===== src/rtl/vio_step_ctrl.sv =====
// Purpose: steps an analog model one time step per VIO go edge, holding its input and capturing its output.
// Latency: go_rise in cycle N -> model_cke in N+1 -> v_out_vio loaded at end of N+2+SETTLE_CYCLES.
// Backpressure: none; a go edge arriving while a step is in flight is dropped and sets sticky overrun.
module vio_step_ctrl #(
    parameter int WIDTH         = 25,
    parameter int SYNC_STAGES   = 2,
    parameter int SETTLE_CYCLES = 4,
    parameter int CNT_WIDTH     = 16
) (
    input  logic                        emu_clk,
    input  logic                        emu_rst_n,
    input  logic                        go_vio,
    input  logic                        rst_vio,
    input  logic signed [WIDTH-1:0]     v_in_vio,
    input  logic signed [WIDTH-1:0]     v_out_model,
    output logic                        model_rst,
    output logic                        model_cke,
    output logic signed [WIDTH-1:0]     v_in_model,
    output logic signed [WIDTH-1:0]     v_out_vio,
    output logic                        busy,
    output logic                        overrun,
    output logic [CNT_WIDTH-1:0]        step_count
);

    // Settle counter must hold SETTLE_CYCLES-1; keep at least one bit when SETTLE_CYCLES is 1.
    localparam int               SET_W    = (SETTLE_CYCLES > 1) ? $clog2(SETTLE_CYCLES) : 1;
    localparam logic [SET_W-1:0] SET_LOAD = SET_W'(SETTLE_CYCLES - 1);

    typedef enum logic [1:0] {
        IDLE    = 2'd0,
        STEP    = 2'd1,
        SETTLE  = 2'd2,
        CAPTURE = 2'd3
    } state_t;

    state_t                 state;
    state_t                 state_nxt;

    logic [SYNC_STAGES-1:0] go_sync;
    logic [SYNC_STAGES-1:0] rst_sync;
    logic [SYNC_STAGES-1:0] prime;
    logic                   go_s;
    logic                   go_s_d;
    logic                   primed;
    logic                   armed;
    logic                   go_rise;
    logic                   accept;
    logic                   drop;
    logic [SET_W-1:0]       settle_cnt;

    // Synchronize the VIO requests. The prime chain marks when go_sync holds real
    // samples of go_vio rather than its reset fill, so a go held high through reset
    // release is never mistaken for a fresh low-to-high edge.
    always_ff @(posedge emu_clk or negedge emu_rst_n) begin
        if (!emu_rst_n) begin
            go_sync  <= '0;
            rst_sync <= '1;
            prime    <= '0;
        end else begin
            go_sync  <= {go_sync[SYNC_STAGES-2:0], go_vio};
            rst_sync <= {rst_sync[SYNC_STAGES-2:0], rst_vio};
            prime    <= {prime[SYNC_STAGES-2:0], 1'b1};
        end
    end

    assign go_s      = go_sync[SYNC_STAGES-1];
    assign primed    = prime[SYNC_STAGES-1];
    assign model_rst = rst_sync[SYNC_STAGES-1];

    // Edge detect on the synchronized go; arming waits for a genuine low sample.
    always_ff @(posedge emu_clk or negedge emu_rst_n) begin
        if (!emu_rst_n) begin
            go_s_d <= 1'b0;
            armed  <= 1'b0;
        end else begin
            go_s_d <= go_s;
            if (primed && !go_s) begin
                armed <= 1'b1;
            end
        end
    end

    assign go_rise = go_s && !go_s_d && armed;
    assign busy    = (state != IDLE);
    assign accept  = go_rise && (state == IDLE);
    assign drop    = go_rise && (state != IDLE);

    // State register.
    always_ff @(posedge emu_clk or negedge emu_rst_n) begin
        if (!emu_rst_n) begin
            state <= IDLE;
        end else begin
            state <= state_nxt;
        end
    end

    // Next-state decode: one STEP cycle, SETTLE_CYCLES of settling, one CAPTURE cycle.
    always_comb begin
        state_nxt = state;
        case (state)
            IDLE:    if (go_rise) state_nxt = STEP;
            STEP:    state_nxt = SETTLE;
            SETTLE:  if (settle_cnt == '0) state_nxt = CAPTURE;
            CAPTURE: state_nxt = IDLE;
            default: state_nxt = IDLE;
        endcase
    end

    // Settle countdown, loaded while the model is being clocked.
    always_ff @(posedge emu_clk or negedge emu_rst_n) begin
        if (!emu_rst_n) begin
            settle_cnt <= '0;
        end else if (state == STEP) begin
            settle_cnt <= SET_LOAD;
        end else if ((state == SETTLE) && (settle_cnt != '0)) begin
            settle_cnt <= settle_cnt - SET_W'(1);
        end
    end

    // Model clock enable is registered so it is glitch-free and high only in STEP.
    always_ff @(posedge emu_clk or negedge emu_rst_n) begin
        if (!emu_rst_n) begin
            model_cke <= 1'b0;
        end else begin
            model_cke <= (state_nxt == STEP);
        end
    end

    // Hold the model input from the accepting edge; return the settled output at CAPTURE.
    always_ff @(posedge emu_clk or negedge emu_rst_n) begin
        if (!emu_rst_n) begin
            v_in_model <= '0;
            v_out_vio  <= '0;
        end else begin
            if (accept) begin
                v_in_model <= v_in_vio;
            end
            if (state == CAPTURE) begin
                v_out_vio <= v_out_model;
            end
        end
    end

    // Sticky overrun: a request landed while the previous step was still running.
    always_ff @(posedge emu_clk or negedge emu_rst_n) begin
        if (!emu_rst_n) begin
            overrun <= 1'b0;
        end else if (drop) begin
            overrun <= 1'b1;
        end
    end

    // Step counter: cleared while the model is held in reset, wraps naturally.
    always_ff @(posedge emu_clk or negedge emu_rst_n) begin
        if (!emu_rst_n) begin
            step_count <= '0;
        end else if (model_rst) begin
            step_count <= '0;
        end else if (state == STEP) begin
            step_count <= step_count + CNT_WIDTH'(1);
        end
    end

endmodule


===== config.mk =====
export PLATFORM = sky130hd
export DESIGN_NAME = vio_step_ctrl
export DESIGN_NICKNAME = d
export VERILOG_FILES = /design/src/rtl/vio_step_ctrl.sv
export SDC_FILE = /design/constraint.sdc
export NUM_CORES = 1
export LEC_CHECK = 0
export ABC_CLOCK_PERIOD_IN_PS = 2400
export BUFFER_PORTS_ARGS = -buffer_cell sky130_fd_sc_hd__buf_4
export CAP_MARGIN = 20
export CORE_MARGIN = 1.5
export CORE_UTILIZATION = 42
export CTS_CLUSTER_DIAMETER = 50
export DETAILED_ROUTE_END_ITERATION = 8
export PLACE_DENSITY_LB_ADDON = 0.2
export SLEW_MARGIN = 15
export SYNTH_ARGS = -nofsm -noshare
export SYNTH_HDL_FRONTEND = slang
export SYNTH_SLANG_ARGS = --single-unit

===== constraint.sdc =====
create_clock -name emu_clk -period 2.4 [get_ports emu_clk]
set_clock_uncertainty 0.05 [all_clocks]
set_input_delay 0.48 -clock emu_clk [delete_from_list [all_inputs] [get_ports emu_clk]]
set_output_delay 0.48 -clock emu_clk [all_outputs]
set_load 0.005 [all_outputs]

==> impl_metrics.sql <==
INSERT INTO impl_metrics (metric_group, metric, value, unit) VALUES
('job', 'maxCapViolCount', '0', ''),
('grt', 'met3_usage', '5.89', '%'),
('grt', 'track_usage', '15.8', '%'),
('worst_setup_path', 'cp_num_buf_inv', '1', ''),
('worst_setup_path', 'arrival', '2.13', 'ns'),
('cts', 'number_of_resized_instances_in_the_post_cts_repair_step', '0', ''),
('synth', 'synth_cell_area', '0.00325', 'mm^2'),
('worst_setup_path', 'worstPathCellList', 'inv_1 -> ha_1 -> o211ai_2 -> nor3_4 -> nand3_1 -> mux2_4', ''),
('cts', 'cts_setup_buffers', '0', ''),
('worst_setup_path', 'worst_setup_path_end_kind', 'flip-flop', ''),
('floorplanning', 'die_area', '0.00827', 'mm^2'),
('detailed_routing', 'drtPass1Iterations', '3', ''),
('floorplanning', 'top_level_ports', '124', ''),
('floorplanning', 'die_width', '90.9', 'um'),
('cells_and_area', 'commonest_cells_after_routing_fill_and_taps_aside', '126 x sky130_fd_sc_hd__buf_4, 78 x sky130_fd_sc_hd__dfrtp_1, 30 x sky130_fd_sc_hd__mux2_2, 20 x sky130_fd_sc_hd__mux2_1, 17 x sky130_fd_sc_hd__nor2_1', ''),
('synth', 'synth-edff-count', '0', ''),
('floorplanning', 'vertical_extent_of_the_die', '90.9', 'um'),
('synth', 'synthesis.nets', '289', ''),
('detailed_routing', 'dr_total_vias', '2185', ''),
('timing', 'pins_over_slew_limit', '0', ''),
('timing', 'finalCriticalPeriod', '1.97', 'ns'),
('placement', 'minimum_setup_slack_after_placement', '0.448', 'ns'),
('detailed_routing', 'drt-total-wl', '6.21', 'mm'),
('detailed_routing', 'drt-wirelength-per-cell', '13.5', 'um'),
('cells_and_area', 'num-nets-final', '418', ''),
('placement', 'placer_congestion_estimate', '0.736', ''),
('cts', 'cts_buffers', '9', ''),
('placement', 'hpwlAfterDp', '4.50', 'mm'),
('cells_and_area', 'final_design_area_no_fill', '0.00443', 'mm^2'),
('grt', 'globalRoute.totalOverflow', '0', ''),
('grt', 'use_met1', '19.6', '%'),
('power_and_ir_drop', 'p_leak', '2.09', 'nW'),
('cells_and_area', 'filler_cell_count', '611', ''),
('worst_setup_path', 'critical_path.startpoint_type', 'flip-flop', ''),
('timing', 'finalSetupTns', '0', 'ns'),
('cells_and_area', 'antenna_cells', '0', ''),
('detailed_routing', 'initial_detailed_routing_violation_count', '45', ''),
('worst_setup_path', 'cpPeakStageDelay', '0.40', 'ns'),
('synth', 'syn_inst', '228', ''),
('placement', 'place_area', '0.00428', 'mm^2'),
('grt', 'via_count_of_the_first_global_routing_pass', '2339', ''),
('synth', 'ys_warn_count', '0', ''),
('placement', 'placement.io_buffers', '123', ''),
('detailed_routing', 'route.detailed.vias_per_inst', '4.76', ''),
('cts', 'cts_root_buf', 'sky130_fd_sc_hd__clkbuf_8', ''),
('synth', 'syn_area_per_cell', '14.2', 'um^2'),
('grt', 'grt_start_max_net_pins', '49', ''),
('timing', 'timing_hold_violations_final', '0', ''),
('min_path', 'worstHoldPathType', 'in2async', ''),
('worst_setup_path', 'critPathMaxFanout', '8', ''),
('floorplanning', 'core', '0.00737', 'mm^2'),
('detailed_routing', 'drc', '0', ''),
('power_and_ir_drop', 'powerDensity', '1040', 'mW/mm^2'),
('timing', 'worst_pin_slew', '0.607', 'ns'),
('cells_and_area', 'synthToLayoutAreaGrowth', '36.4', '%'),
('power_and_ir_drop', 'worst_voltage_drop_across_the_vdd_grid', '0.673', 'mV'),
('synth', 'synth.ff_latch_count', '80', ''),
('grt', 'grt_pass1_wl', '10.5', 'mm'),
('cells_and_area', 'proportion_of_layout_cells_with_a_drive_suffix_above_1', '50.0', '%'),
('synth', 'register_area_share_after_synthesis', '61.7', '%'),
('synth', 'async_reset_ff_share', '100', '%'),
('timing', 'fmax', '509', 'MHz'),
('status', 'outcome', 'complete, no violations', ''),
('cts', 'cts_hold_repair.buffers', '0', ''),
('cells_and_area', 'finish.utilization', '60.1', '%'),
('floorplanning', 'placementRows', '31', ''),
('grt', 'antenna_found_initial', '0', ''),
('timing', 'min_period_over_period', '81.9', '%'),
('cts', 'clock_tree_from_tritoncts', 'done', ''),
('cts', 'worstSkewPairLatency', '0.34', 'ns'),
('cts', 'clkSinkCount', '80', '');
## sequential cells by signal, summed over array words and instances (netlist names), 2 cells and up
register and cells:
v_in_model 25, v_out_vio 25, step_count 16, go_sync 2, prime 2, rst_sync 2, settle_cnt 2, state 2
## layout make-up
| class | count | share of cell area, % |
|---|---|---|
| clock buffer | 10 | 2.88 |
| clock inverter | 4 | 0.537 |
| inverter | 11 | 0.932 |
| multi-input combinational | 128 | 25.8 |
| sequential | 80 | 45.3 |
| tap | 99 | 2.80 |
| timing repair buffer | 127 | 21.8 |
## through the flow
stage	cells	hold slack, ns
2_1_floorplan	228	0.134
3_3_place_gp	445	0.282
3_5_place_dp	445	0.286
4_1_cts	459	0.114
5_1_grt	459	0.136
6_report	459	0.0946
## cell usage after synthesis (2+ instances only)
cell / n / area [um^2]
sky130_fd_sc_hd__ha_1: 7 / 87.6
sky130_fd_sc_hd__xnor2_1: 11 / 96.3
sky130_fd_sc_hd__nand2_1: 4 / 15.0
sky130_fd_sc_hd__nor2_1: 17 / 63.8
sky130_fd_sc_hd__dfstp_2: 2 / 52.6
sky130_fd_sc_hd__nor2b_1: 2 / 12.5
sky130_fd_sc_hd__buf_2: 3 / 15.0
sky130_fd_sc_hd__mux2_1: 20 / 225
sky130_fd_sc_hd__nor4_2: 2 / 25.0
sky130_fd_sc_hd__clkbuf_1: 2 / 7.51
sky130_fd_sc_hd__xor2_1: 2 / 17.5
sky130_fd_sc_hd__nor4_1: 2 / 12.5
sky130_fd_sc_hd__inv_1: 11 / 41.3
sky130_fd_sc_hd__buf_4: 2 / 15.0
sky130_fd_sc_hd__dfrtp_1: 78 / 1950
sky130_fd_sc_hd__mux2_2: 30 / 338
sky130_fd_sc_hd__a21oi_1: 3 / 15.0
sky130_fd_sc_hd__nor3_1: 4 / 20.0
sky130_fd_sc_hd__nand2b_1: 2 / 12.5
sky130_fd_sc_hd__nand4_1: 2 / 12.5
sky130_fd_sc_hd__nand3_1: 4 / 20.0
sky130_fd_sc_hd__buf_6: 2 / 22.5
## path summary, 6_finish.rpt
kind / to / depth (start not counted) / start / slack [ns]
min: step_count[12]$_DFFE_PN0P_ / 1 / emu_rst_n / 0.09
min in group emu_clk: rst_sync[0]$_DFF_PN1_ / 1 / rst_vio / 0.20
max: step_count[13]$_DFFE_PN0P_ / 6 / state[1]$_DFF_PN0_ / 0.43
max in group asynchronous: v_in_model[13]$_DFFE_PN0P_ / 2 / emu_rst_n / 1.61
max reg2reg: step_count[13]$_DFFE_PN0P_ / 6 / state[1]$_DFF_PN0_ / 0.43
min reg2reg: prime[1]$_DFF_PN0_ / 0 / prime[0]$_DFF_PN0_ / 0.30
## per-layer routing
metal	wire (um)	vias up
li1	-	1029
met1	2640	1068
met2	3010	84
met3	512	4
met4	47	0
met5	0	-
## report_power, final
group          switching (mW)  internal [mW]
sequential              0.261           1.84
combinational           0.596           1.08
clock                   0.444          0.361
## cells by family after synthesis
logic type / synth area share [%]
mux: 18.1
buf+inv: 3.12
simple gates: 7.63
compound gates: 3.08
fa+ha+maj: 2.70
xor+xnor: 3.51
flops: 61.7
other cells: 0.115
No activity file was read; power rests on OpenSTA's default activity.
